### config.mk
export PLATFORM = sky130hd
export DESIGN_NAME = tl_buffer_ad
export DESIGN_NICKNAME = d
export VERILOG_FILES = /design/src/rtl/tl_buffer_ad.sv
export SDC_FILE = /design/constraint.sdc
export NUM_CORES = 1
export LEC_CHECK = 0
export ABC_AREA = 1
export CAP_MARGIN = 20
export CORE_ASPECT_RATIO = 1.2
export CORE_MARGIN = 2
export CORE_UTILIZATION = 30
export DETAILED_ROUTE_END_ITERATION = 8
export MAX_ROUTING_LAYER = met4
export PLACE_DENSITY = 0.53
export SETUP_SLACK_MARGIN = 0.5
export SLEW_MARGIN = 5
export SYNTH_ARGS = -nofsm -noshare
export SYNTH_HDL_FRONTEND = slang
export SYNTH_SLANG_ARGS = --single-unit
export TNS_END_PERCENT = 20
### constraint.sdc
create_clock -name clock -period 9.95 [get_ports clock]
set_input_delay 1.4925 -clock clock [delete_from_list [all_inputs] [get_ports clock]]
set_output_delay 1.4925 -clock clock [all_outputs]
set_load 0.01 [all_outputs]
### src/rtl/tl_buffer_ad.sv
// TileLink-UL A/D buffer: two independent circular FIFOs, 1-cycle latency, ready = not full (no comb ready path).
// Optional TL_BUFFER_FLOW_EN: an empty FIFO forwards its input combinationally (0-cycle latency).

module tl_buffer_ad_fifo #(
  parameter int DEPTH = 2,
  parameter int W     = 8
) (
  input  logic         clock,
  input  logic         reset,
  input  logic         in_vld,
  output logic         in_rdy,
  input  logic [W-1:0] in_dat,
  output logic         out_vld,
  input  logic         out_rdy,
  output logic [W-1:0] out_dat,
  output logic [3:0]   count
);
  localparam int            PW   = (DEPTH > 1) ? $clog2(DEPTH) : 1;
  localparam logic [PW-1:0] LAST = PW'(DEPTH - 1);
  localparam logic [3:0]    FULL = 4'(DEPTH);

  logic [W-1:0]  mem_q [DEPTH];
  logic [W-1:0]  mem_d [DEPTH];
  logic [PW-1:0] rptr_q, rptr_d;
  logic [PW-1:0] wptr_q, wptr_d;
  logic [3:0]    count_q, count_d;
  logic          empty, enq, deq;

  assign empty  = (count_q == 4'd0);
  assign in_rdy = !reset && (count_q != FULL);
  assign count  = count_q;

  always_comb begin
    out_vld = !empty;
    out_dat = mem_q[rptr_q];
    enq     = in_vld && in_rdy;
`ifdef TL_BUFFER_FLOW_EN
    // Bypass only while empty; a beat taken downstream this cycle is never stored.
    if (empty && !reset) begin
      out_vld = in_vld;
      out_dat = in_dat;
      enq     = in_vld && in_rdy && !out_rdy;
    end
`endif
    deq = out_rdy && !empty;
  end

  always_comb begin
    mem_d   = mem_q;
    rptr_d  = rptr_q;
    wptr_d  = wptr_q;
    count_d = count_q;
    if (enq) begin
      mem_d[wptr_q] = in_dat;
      wptr_d        = (wptr_q == LAST) ? '0 : wptr_q + 1'b1;
    end
    if (deq) begin
      rptr_d = (rptr_q == LAST) ? '0 : rptr_q + 1'b1;
    end
    case ({enq, deq})
      2'b10:   count_d = count_q + 4'd1;
      2'b01:   count_d = count_q - 4'd1;
      default: count_d = count_q;
    endcase
  end

  always_ff @(posedge clock or posedge reset) begin
    if (reset) begin
      for (int i = 0; i < DEPTH; i++) mem_q[i] <= '0;
      rptr_q  <= '0;
      wptr_q  <= '0;
      count_q <= '0;
    end else begin
      for (int i = 0; i < DEPTH; i++) mem_q[i] <= mem_d[i];
      rptr_q  <= rptr_d;
      wptr_q  <= wptr_d;
      count_q <= count_d;
    end
  end
endmodule

module tl_buffer_ad #(
  parameter int A_DEPTH = 2,
  parameter int D_DEPTH = 2
) (
  input  logic        clock,
  input  logic        reset,
  output logic        auto_in_a_ready,
  input  logic        auto_in_a_valid,
  input  logic [2:0]  auto_in_a_bits_opcode,
  input  logic [2:0]  auto_in_a_bits_param,
  input  logic [2:0]  auto_in_a_bits_size,
  input  logic [2:0]  auto_in_a_bits_source,
  input  logic [30:0] auto_in_a_bits_address,
  input  logic [7:0]  auto_in_a_bits_mask,
  input  logic [63:0] auto_in_a_bits_data,
  input  logic        auto_in_a_bits_corrupt,
  input  logic        auto_out_a_ready,
  output logic        auto_out_a_valid,
  output logic [2:0]  auto_out_a_bits_opcode,
  output logic [2:0]  auto_out_a_bits_param,
  output logic [2:0]  auto_out_a_bits_size,
  output logic [2:0]  auto_out_a_bits_source,
  output logic [30:0] auto_out_a_bits_address,
  output logic [7:0]  auto_out_a_bits_mask,
  output logic [63:0] auto_out_a_bits_data,
  output logic        auto_out_a_bits_corrupt,
  output logic        auto_out_d_ready,
  input  logic        auto_out_d_valid,
  input  logic [2:0]  auto_out_d_bits_opcode,
  input  logic [2:0]  auto_out_d_bits_size,
  input  logic [2:0]  auto_out_d_bits_source,
  input  logic [63:0] auto_out_d_bits_data,
  input  logic        auto_in_d_ready,
  output logic        auto_in_d_valid,
  output logic [2:0]  auto_in_d_bits_opcode,
  output logic [2:0]  auto_in_d_bits_size,
  output logic [2:0]  auto_in_d_bits_source,
  output logic [63:0] auto_in_d_bits_data,
  output logic [3:0]  a_count,
  output logic [3:0]  d_count
);
  typedef struct packed {
    logic [2:0]  opcode;
    logic [2:0]  param;
    logic [2:0]  size;
    logic [2:0]  source;
    logic [30:0] address;
    logic [7:0]  mask;
    logic [63:0] data;
    logic        corrupt;
  } a_beat_t;

  typedef struct packed {
    logic [2:0]  opcode;
    logic [2:0]  size;
    logic [2:0]  source;
    logic [63:0] data;
  } d_beat_t;

  a_beat_t a_in_dat, a_out_dat;
  d_beat_t d_in_dat, d_out_dat;

  assign a_in_dat = '{
    opcode:  auto_in_a_bits_opcode,
    param:   auto_in_a_bits_param,
    size:    auto_in_a_bits_size,
    source:  auto_in_a_bits_source,
    address: auto_in_a_bits_address,
    mask:    auto_in_a_bits_mask,
    data:    auto_in_a_bits_data,
    corrupt: auto_in_a_bits_corrupt
  };

  assign d_in_dat = '{
    opcode: auto_out_d_bits_opcode,
    size:   auto_out_d_bits_size,
    source: auto_out_d_bits_source,
    data:   auto_out_d_bits_data
  };

  tl_buffer_ad_fifo #(.DEPTH(A_DEPTH), .W($bits(a_beat_t))) u_a_fifo (
    .clock   (clock),
    .reset   (reset),
    .in_vld  (auto_in_a_valid),
    .in_rdy  (auto_in_a_ready),
    .in_dat  (a_in_dat),
    .out_vld (auto_out_a_valid),
    .out_rdy (auto_out_a_ready),
    .out_dat (a_out_dat),
    .count   (a_count)
  );

  tl_buffer_ad_fifo #(.DEPTH(D_DEPTH), .W($bits(d_beat_t))) u_d_fifo (
    .clock   (clock),
    .reset   (reset),
    .in_vld  (auto_out_d_valid),
    .in_rdy  (auto_out_d_ready),
    .in_dat  (d_in_dat),
    .out_vld (auto_in_d_valid),
    .out_rdy (auto_in_d_ready),
    .out_dat (d_out_dat),
    .count   (d_count)
  );

  assign auto_out_a_bits_opcode  = a_out_dat.opcode;
  assign auto_out_a_bits_param   = a_out_dat.param;
  assign auto_out_a_bits_size    = a_out_dat.size;
  assign auto_out_a_bits_source  = a_out_dat.source;
  assign auto_out_a_bits_address = a_out_dat.address;
  assign auto_out_a_bits_mask    = a_out_dat.mask;
  assign auto_out_a_bits_data    = a_out_dat.data;
  assign auto_out_a_bits_corrupt = a_out_dat.corrupt;

  assign auto_in_d_bits_opcode = d_out_dat.opcode;
  assign auto_in_d_bits_size   = d_out_dat.size;
  assign auto_in_d_bits_source = d_out_dat.source;
  assign auto_in_d_bits_data   = d_out_dat.data;
endmodule

==> metrics, run 1 <==
status=finished, final reports clean; clock latency on the worst-skew pair=around 0.56 ns; drt drc=0; DP HPWL=38000 microns; drt first pass iters=5; Max Freq=about 0.19 GHz; VDD IR-drop max=0.167 mV; Final period util=approximately 53%; power density over the cells=343 nW/um^2; CP required=approximately 8.5 ns; Num Clock Sinks=390; FF+latch area=~10000 sq um; CP Cell Sequence=clkdlybuf4s50_1 -> a21oi_4 -> buf_4 -> clkdlybuf4s50_1; Setup Viol. Count Final=0; die height=roughly 280 microns; Critical Path Fanout Max=slightly below 80; clock skew=between 0.01 and 0.015 ns; clk buf depth=3; DP Area=around 23000 sq um; critical path's largest stage delay=around 0.70 ns; final hold vios=0; share of cells above drive strength 1=under 10%; initial antenna violation count=13; Hold Crit Start=u_a_fifo.mem_q[28]$_DFFE_PP0P_; Worst Hold End=u_a_fifo.mem_q[28]$_DFFE_PP0P_; Synth Instances=between 2000 and 2500; post-cts resize count=0; vias per cell=a little over 5; io pins=~400; cell mode on critical path=clkdlybuf4s50_1; DR vias=about 18000; # rows=99; Starting Density=between 30% and 40%; Fillers=roughly 6000; CP Capture Type=output pin; GRT overflow=0; PortBufs=roughly 400; LEAKAGE=approximately 12 nW; busiest grt layer=met2; fin nets=around 2800; met1 Track Usage GR=25.0%; synth warn=0; CTS Buf Count=between 40 and 50; synthesis-stage register bit count=between 300 and 400; multi-input logic area=a little under 8000 sq um; overall power=between 8 and 9 mW; CP delay by family, top=buffers and inverters; GR Util met2=about 34%; RSZ-0062 raised after global routing=no; P&R area growth vs syn=31.7%; CORE AREA=about 61000 sq um; min cycle time layout=about 5.2 ns; die outline width=230 microns; GRT Resource Usage Total=20.9%; die area=about 64000 sq um; FF-to-FF End=u_a_fifo.mem_q[143]$_DFFE_PP0P_; worst-margin pin slew=1.10 ns; CP Launch Type=input pin; average routed wire per standard cell=between 15 and 20 microns; CP max-delay cell=clkdlybuf4s50_1; Arr. time, crit path=3.75 ns; max-cap check violation count=0; clock-pin slew of the registers on the worst-case setup and hold paths=~0.05 ns; post-synthesis sequential area ratio=between 50% and 60%; first-pass GRT wire length=just over 100000 microns; Post-Syn Nets=2582; mean area per synthesized cell=between 7 and 8 sq um; WL final=roughly 65000 microns; Finished Core Util=between 30% and 40%; post-place setup slack=4.67 ns; synth unique cells=23; vias in the first global route=around 18000; slew margin rel.=26.7%; # H-tree levels=2; GPL Wtd Cong=between 0.7 and 0.8; TritonCTS clock tree=done; R2R depth=8; final instance area=approximately 24000 sq um; DR iter-0 viols=1395; setup TNS=0 ns; antenna-violating nets left=0; Hold Crit Class=reg2reg; GR Util met3=about 6.7%; Final WS setup=between 4 and 5 ns; Setup Buffers After CTS=0; Max Slew Vio Count=0; Mapped Area=~18000 sq um; reg-to-reg slack, setup=6.52 ns; Min-Delay Path Depth=2; worst r2r src=u_a_fifo.count[1]$_DFFE_PP0P_; CTS Hold Bufs=0; CTS root buffer=clkbuf_16; largest net degree at the start of global routing=124; WS Path Type=in2out; Worst Path Buf+Inv=3
state kept, by name, summed over array words and instances (netlist names):
name and flops:
u_d_fifo.rptr_q 1, u_a_fifo.rptr_q 1, u_a_fifo.mem_q 232, u_d_fifo.count 4, u_d_fifo.wptr_q 1, u_d_fifo.mem_q 146
u_a_fifo.count 4, u_a_fifo.wptr_q 1
where the power goes:
group,switching [mW],internal (mW)
registers,0.449,2.35
clock network,0.657,0.970
logic,2.26,1.66
through the flow:
step / hold slack (ns) / std cells
global placement: 0.462 / 3402
detailed placement: 0.465 / 3402
CTS: 0.481 / 3480
finish: 0.476 / 3495
floorplan: 0.449 / 2379
global route: 0.494 / 3495
synthesized netlist by cell type:
master / n / area [sq um]
nand3_1: 6 / 30.0
fa_1: 2 / 40.0
dfrtp_1: 390 / 9760
inv_2: 2 / 7.51
nand4_2: 2 / 25.0
inv_1: 13 / 48.8
buf_2: 57 / 285
xnor2_1: 3 / 26.3
o21ai_0: 4 / 20.0
a21oi_1: 2 / 10.0
nand4_1: 380 / 2380
xor2_1: 5 / 43.8
clkinv_1: 1 / 3.75
ha_1: 6 / 75.1
nand2_1: 1350 / 5070
buf_4: 9 / 67.6
nor2_2: 1 / 6.26
nand3b_1: 1 / 7.51
nor2_1: 4 / 15.0
or2_2: 1 / 6.26
a21oi_4: 1 / 16.3
buf_1: 31 / 116
clkbuf_1: 108 / 405
metal layers:
metal	vias to the layer above	routed length (microns)
met3	85	6380
met4	0	1170
met2	617	31300
li1	8330	-
met1	8626	26400
met5	-	0
layout make-up:
cell class	instances	share of cell area, %
timing repair buffer	422	17.2
antenna	13	0.134
clock buffer	69	5.50
tap	808	4.16
clock inverter	9	0.407
inverter	16	0.350
sequential	390	40.2
multi-input combinational	1768	32.1
placed cells by master, fill, tap and decap left out, types with 3 or more instances in the layout:
master / n
inv_1: 11
clkdlybuf4s50_1: 393
ha_1: 6
nand4_1: 380
dfrtp_1: 386
o21ai_0: 4
clkbuf_16: 45
nand2_1: 1350
clkbuf_8: 12
xor2_1: 5
clkbuf_1: 12
diode_2: 13
nor2_1: 4
buf_4: 26
xnor2_1: 3
nand3_1: 6
clkinv_2: 7
worst register-to-register path, delay by kind of cell, from the launching register on:
kind                   cells  cell delay [ns]
buffers and inverters      4             2.40
flip-flops                 1             0.42
AND/OR/NAND/NOR            3             0.44
AO/OA/AOI/OAI              1             0.11
worst max path at each step:
stage	from	end	slack [ns]	depth (start not counted)
global route	reset	auto_in_a_ready	4.59	4
global placement	reset	auto_in_a_ready	4.70	4
floorplan	reset	u_d_fifo.mem_q[37]$_DFFE_PP0P_	2.02	5
detailed placement	reset	auto_in_a_ready	4.67	4
finish	reset	auto_in_a_ready	4.70	4
CTS	reset	auto_in_a_ready	4.66	4
kinds of logic (layout without fill, tap and decap cells):
family | Yosys count | in the layout | share of synthesized area, %
adders and majority gates | 8 | 8 | 0.624
DFF | 390 | 390 | 52.9
and+or+nand+nor | 1745 | 1745 | 40.8
buffers and inverters | 221 | 516 | 5.06
xor gates and xnor gates | 8 | 8 | 0.380
other | 0 | 13 | 0
AOI/OAI and AO/OA | 7 | 7 | 0.251
Note: power is estimated with default switching activity, not from simulation.
==> run 2: changes to the inputs <==
--- a/config.mk
+++ b/config.mk
@@ -12,7 +12,7 @@
 export CORE_UTILIZATION = 30
 export DETAILED_ROUTE_END_ITERATION = 8
 export MAX_ROUTING_LAYER = met4
-export PLACE_DENSITY = 0.53
+export PLACE_DENSITY = 0.55
 export SETUP_SLACK_MARGIN = 0.5
 export SLEW_MARGIN = 5
 export SYNTH_ARGS = -nofsm -noshare
==> constraint.sdc (replaced) <==
create_clock -name clock -period 4.4 [get_ports clock]
set_input_delay 0.66 -clock clock [delete_from_list [all_inputs] [get_ports clock]]
set_output_delay 0.66 -clock clock [all_outputs]
set_load 0.01 [all_outputs]
==> run 2 against run 1 <==
Against the previous run:
- non-clock buffer count grew 3
- flip-flop and latch count is the same
- via count grew 0.36%
- design area grew 0.65%
- clock skew shrank 0.00080 ns
- global-route usage shrank 0.26 points
- die area is the same
- clock power grew 130%
- critical endpoint is now auto_out_a_bits_address[22]
- largest power group unchanged
==> metrics, run 2 (synthesis gave the netlist of run 1 again) <==
GPL Wtd Cong=0.799 (+2.6%); antenna-violating nets left=0 (unchanged); RSZ-0062 raised after global routing=no; LEAKAGE=12.3 nW (+0.64%); largest net degree at the start of global routing=203 (+64%); first-pass GRT wire length=101000 microns (-1.2%); post-place setup slack=1.13 ns (-3.54 ns); min cycle time layout=around 3.4 ns; DP Area=22900 sq um (+0.53%); commonest non-fill, non-tap cell in the layout=nand2_1; VDD IR-drop max=0.447 mV (+170%); fin nets=2850 (+0.14%); reg-to-reg slack, setup=2.05 ns (-4.47 ns); drt drc=0 (unchanged); CTS root buffer=clkbuf_16; P&R area growth vs syn=32.6%; WL final=65000 microns (-0.48%); Final period util=approximately 77%; CP Launch Type=flip-flop; vias per cell=5.06 (+0.10%); io pins=396 (unchanged); Largest Register=u_a_fifo.mem_q; CTS Buf Count=46 (+2.2%); Max Freq=between 0.2 and 0.3 GHz; Critical Path Fanout Max=48 (-38%); clock skew=0.0119 ns (-0.000797 ns); clock-pin slew of the registers on the worst-case setup and hold paths=0.06 ns (about the same); crit path to=auto_out_a_bits_address[22]; GRT Resource Usage Total=20.6% (-0.26 points); CP required=3.74 ns (-4.72 ns); clk buf depth=3 (unchanged); Max Slew Vio Count=0 (unchanged); post-cts resize count=0 (unchanged); WS Path Type=reg2out; GRT overflow=0 (unchanged); power density over the cells=781 nW/um^2 (+130%); Hold Crit Class=in2reg; Final WS setup=0.998 ns (-3.71 ns); worst r2r src=u_d_fifo.count[3]$_DFFE_PP0P_; slew margin rel.=28.2% (+1.5 points); final hold vios=0 (unchanged); drt first pass iters=5 (unchanged); average routed wire per standard cell=18.5 microns (-0.74%); leading registers by flop count=u_a_fifo.mem_q: 232 flops, u_d_fifo.mem_q: 146 flops; max-cap check violation count=0 (unchanged); Num Clock Sinks=390 (unchanged); CP Capture Type=output pin; DP HPWL=38100 microns (+0.21%); Starting Density=30.4% (unchanged); FF-to-FF End=u_d_fifo.count[3]$_DFFE_PP0P_; worst-margin pin slew=1.08 ns (-0.0220 ns); DR iter-0 viols=1476 (+5.8%); Arr. time, crit path=2.74 ns (-1.01 ns); share of cells above drive strength 1=4.40% (+0.28 points); die height=276 microns (unchanged); status=finished, final reports clean; initial antenna violation count=11 (-2); max reg flops=232 (unchanged); overall power=19.1 mW (+130%); CTS Hold Bufs=0 (unchanged); Hold Crit Start=auto_out_d_valid; final instance area=24500 sq um (+0.65%); vias in the first global route=17700 (-1.8%); R2R depth=11 (+3); CORE AREA=60800 sq um (unchanged); PortBufs=395 (unchanged); Fillers=6127 (-0.84%); most frequent cells in the layout=1350 x nand2_1, 393 x clkdlybuf4s50_1, 386 x dfrtp_1, 380 x nand4_1, 49 x clkbuf_16; # rows=99 (unchanged); die outline width=230 microns (unchanged); setup TNS=0 ns (unchanged); Setup Buffers After CTS=0 (unchanged); TritonCTS clock tree=done; CP Launch Point=u_a_fifo.rptr_q$_DFFE_PP0N_; Setup Viol. Count Final=0 (unchanged); clock latency on the worst-skew pair=0.56 ns (about the same); worst hold slack=0.412 ns (-0.0641 ns); # H-tree levels=2 (unchanged); die area=63500 sq um (unchanged); DR vias=17700 (+0.36%)
## run 2: cell type report
| cell class | count | area (sq um) | share of cell area (%) |
|---|---|---|---|
| well taps | 808 | 1010 | 4.13 |
| diodes | 13 | 32.5 | 0.133 |
| inverters | 16 | 81.3 | 0.332 |
| multi-input cells | 1768 | 7790 | 31.9 |
| repair buffers | 425 | 4270 | 17.4 |
| clock inverters | 10 | 78.8 | 0.322 |
| clock buffers | 74 | 1440 | 5.88 |
| flip-flops and latches | 390 | 9770 | 39.9 |
## run 2: worst min-delay path by stage
stage / end / cells past startpoint / slack, ns
finish: u_d_fifo.wptr_q$_DFFE_PP0N_ / 4 / 0.41
global placement: u_d_fifo.mem_q[70]$_DFFE_PP0P_ / 2 / 0.46
global route: u_d_fifo.wptr_q$_DFFE_PP0N_ / 4 / 0.41
detailed placement: u_a_fifo.mem_q[32]$_DFFE_PP0P_ / 2 / 0.47
floorplan: u_a_fifo.mem_q[0]$_DFFE_PP0P_ / 2 / 0.45
CTS: u_d_fifo.wptr_q$_DFFE_PP0N_ / 4 / 0.37
## run 2: where the power goes
group / internal [mW] / total, mW / switching (mW)
Clock: 2.29 / 3.83 / 1.54
Sequential: 5.31 / 6.28 / 0.972
Combinational: 3.80 / 8.98 / 5.18
Total: 11.4 / 19.1 / 7.70
## run 2: routing by layer
layer / vias up / share of wire [%] / wire, microns / global-route usage (%)
met5: - / 0 / 0 / -
met1: 8642 / 41 / 26700 / 25.4
met3: 78 / 10 / 6780 / 7.11
li1: 8364 / - / - / -
met4: 0 / 1.7 / 1070 / 4.63
met2: 638 / 47 / 30400 / 32.6
## run 2: through the flow
stage | std cells | util (%)
6_report | 3504 | 40.2
5_1_grt | 3502 | 40.2
4_1_cts | 3491 | 40.2
3_5_place_dp | 3407 | 37.7
3_3_place_gp | 3407 | 37.7
2_1_floorplan | 2379 | -
## run 2: worst max-delay path, cell delays in order, from the launching register on
cell	delay (ns)
dfrtp_4	0.51
inv_4	0.48
buf_4	0.43
nand2_1	0.09
nand2_1	0.11
clkdlybuf4s50_1	0.55
==> run 3: changes to the inputs <==
--- a/config.mk
+++ b/config.mk
@@ -12,7 +12,7 @@
 export CORE_UTILIZATION = 30
 export DETAILED_ROUTE_END_ITERATION = 8
 export MAX_ROUTING_LAYER = met4
-export PLACE_DENSITY = 0.55
+export PLACE_DENSITY = 0.53
 export SETUP_SLACK_MARGIN = 0.5
 export SLEW_MARGIN = 5
 export SYNTH_ARGS = -nofsm -noshare
==> constraint.sdc (replaced) <==
create_clock -name clock -period 3.3 [get_ports clock]
set_input_delay 0.495 -clock clock [delete_from_list [all_inputs] [get_ports clock]]
set_output_delay 0.495 -clock clock [all_outputs]
set_load 0.01 [all_outputs]
==> run 3 against run 2 <==
Against the previous run:
- sequential power is 35% higher
- design area up 0.98%
- critical path depth fell by 2
- sequential share of layout area shrank 0.39 points
- largest cell class unchanged
==> metrics, run 3 (synthesis gave the netlist of run 1 again) <==
CP Capture Type=output pin; GRT overflow=0 (unchanged); Clock Power Share=19.4% (-0.7 points); CP Launch Type=input pin; share of cells above drive strength 1=4.51% (+0.11 points); Int Pwr=15.4 mW (+35%); Fillers=6096 (-0.51%); PortBufs=395 (unchanged); CTS Buf Count=44 (-4.3%); status=finished, final reports clean; Num Clock Sinks=390 (unchanged); CP max-delay cell=clkdlybuf4s50_1; die area=63500 sq um (unchanged); cell count along the critical path=3 (-2); vias in the first global route=17400 (-1.4%); switching pwr=10.4 mW (+36%); CP Launch Point=reset; critical path's largest stage delay=0.79 ns (+0.24 ns); GPL Wtd Cong=0.771 (-3.6%); cell mode on critical path=clkdlybuf4s50_1; die height=276 microns (unchanged); CORE AREA=60800 sq um (unchanged); first-pass GRT wire length=103000 microns (+1.4%); Setup Viol. Count Final=0 (unchanged); # rows=99 (unchanged); antenna-violating nets left=0 (unchanged); RSZ-0062 raised after global routing=yes; VDD IR-drop max=0.587 mV (+31%); Arr. time, crit path=2.33 ns (-0.41 ns); WS Path Type=in2out; most frequent cells in the layout=1350 x nand2_1, 386 x dfrtp_1, 380 x nand4_1, 375 x clkdlybuf4s50_1, 45 x clkbuf_16; Max Slew Vio Count=0 (unchanged); commonest non-fill, non-tap cell in the layout=nand2_1; WL final=66400 microns (+2.2%); CTS Hold Bufs=0 (unchanged); CP required=2.80 ns (-0.94 ns); io pins=396 (unchanged); setup TNS=0 ns (unchanged); reg-to-reg slack, setup=0.98 ns (-1.07 ns); DR vias=17800 (+0.25%); max reg flops=232 (unchanged); worst-margin pin slew=1.16 ns (+0.0827 ns); LEAKAGE=12.5 nW (+1.4%); clk buf depth=3 (unchanged); FF-to-FF End=u_d_fifo.count[3]$_DFFE_PP0P_; Final period util=about 86%; crit path to=auto_out_d_ready; max-cap check violation count=0 (unchanged); sequential share of power=32.8% (about the same); Critical Path Fanout Max=3 (-94%); slew margin rel.=22.7% (-5.5 points); fin nets=2854 (+0.14%); DP Area=23000 sq um (+0.36%); Max Freq=approximately 0.35 GHz; GRT Resource Usage Total=21.1% (+0.46 points); post-place setup slack=0.396 ns (-0.731 ns); drt first pass iters=6 (+1); worst r2r src=u_d_fifo.count[3]$_DFFE_PP0P_; P&R area growth vs syn=33.9%; final instance area=24700 sq um (+0.98%); power density over the cells=1040 nW/um^2 (+34%); Starting Density=30.4% (unchanged); DP HPWL=37200 microns (-2.5%); drt drc=0 (unchanged); die outline width=230 microns (unchanged); vias per cell=5.08 (+0.36%); initial antenna violation count=10 (-1); largest net degree at the start of global routing=198 (-2.5%); Worst Path Buf+Inv=2 (-1); CP delay by family, top=buffers and inverters; clock latency on the worst-skew pair=0.57 ns (about the same); TritonCTS clock tree=done; CP Cell Sequence=clkdlybuf4s50_1 -> a21oi_4 -> clkdlybuf4s50_1; DR iter-0 viols=1523 (+3.2%); Comb pwr share=47.8% (+0.8 points); Largest Register=u_a_fifo.mem_q; Hold Crit Class=in2reg; final hold vios=0 (unchanged); Final WS setup=0.474 ns (-0.524 ns); sw frac=40.5% (+0.16 points); R2R depth=11 (unchanged); leading registers by flop count=u_a_fifo.mem_q: 232 flops, u_d_fifo.mem_q: 146 flops; CTS root buffer=clkbuf_16; clock skew=0.0130 ns (+0.00112 ns); # H-tree levels=2 (unchanged); average routed wire per standard cell=19.0 microns (+2.3%); clock-pin slew of the registers on the worst-case setup and hold paths=0.06 ns (about the same); min cycle time layout=approximately 2.8 ns
## run 3: cell count changes in the layout (fill, tap and decap cells not counted), sizes merged, moves of 2 or more
cell and change:
clkdlybuf4s50 -18, clkbuf -10, dlygate4sd2 +17, buf +4
bufinv +2, inv +3, clkinv -2, diode -3
## run 3: worst min path at each step
stage / to / depth (start not counted) / start / slack [ns]
6_report: u_d_fifo.mem_q[100]$_DFFE_PP0P_ / 3 / auto_out_d_valid / 0.29
5_1_grt: u_d_fifo.mem_q[100]$_DFFE_PP0P_ / 3 / auto_out_d_valid / 0.28
3_3_place_gp: u_a_fifo.mem_q[18]$_DFFE_PP0P_ / 2 / u_a_fifo.mem_q[18]$_DFFE_PP0P_ / 0.46
3_5_place_dp: u_a_fifo.mem_q[34]$_DFFE_PP0P_ / 2 / u_a_fifo.mem_q[34]$_DFFE_PP0P_ / 0.47
4_1_cts: u_d_fifo.mem_q[7]$_DFFE_PP0P_ / 3 / auto_out_d_valid / 0.26
2_1_floorplan: u_a_fifo.mem_q[0]$_DFFE_PP0P_ / 2 / u_a_fifo.mem_q[0]$_DFFE_PP0P_ / 0.45
## run 3: cell type report
type                    instances  area, sq um  share of cell area (%)
multi-input cells            1768         7790                    31.5
clock buffers                  64         1300                    5.25
well taps                     808         1010                    4.09
flip-flops and latches        390         9770                    39.5
repair buffers                430         4560                    18.4
diodes                         10         25.0                   0.101
repair inverters                1         8.76                  0.0354
inverters                      16          100                   0.405
clock inverters                13          150                   0.608
## run 3: per-stage QoR
stage	hold slack (ns)	cells	utilization, %	total power [mW]
2_1_floorplan	0.449	2379	-	14.5
3_3_place_gp	0.461	3403	37.8	20.4
3_5_place_dp	0.465	3403	37.8	20.5
4_1_cts	0.256	3490	40.6	26.1
5_1_grt	0.283	3500	40.6	27.7
6_report	0.295	3500	40.6	25.8
## run 3: what timing repair did
action | CTS | global route
gates resized for setup | 29 | 3
setup endpoints to repair | 181 | 102
gates cloned | 6 | 0
buffers inserted | 4 | 0
## run 3: worst min-delay path, cell delays in order
cell and delay, ns:
buf_4 0.18, nand4_1 0.10, nand2_1 0.05
## run 3: routing by layer
metal | routed length, microns | global-route usage (%)
met1 | 28100 | 27.0
met2 | 30600 | 32.5
met3 | 6090 | 6.31
met4 | 1580 | 5.47
met5 | 0 | -
## run 3: power by group through the flow
| stage | combinational [mW] | clock (mW) | sequential [mW] |
|---|---|---|---|
| 3_5_place_dp | 12.1 | 0 | 8.45 |
| 3_3_place_gp | 12.0 | 0 | 8.38 |
| 4_1_cts | 12.5 | 5.15 | 8.43 |
| 2_1_floorplan | 6.38 | 0 | 8.08 |
| 6_report | 12.3 | 5.00 | 8.45 |
| 5_1_grt | 13.6 | 5.33 | 8.73 |
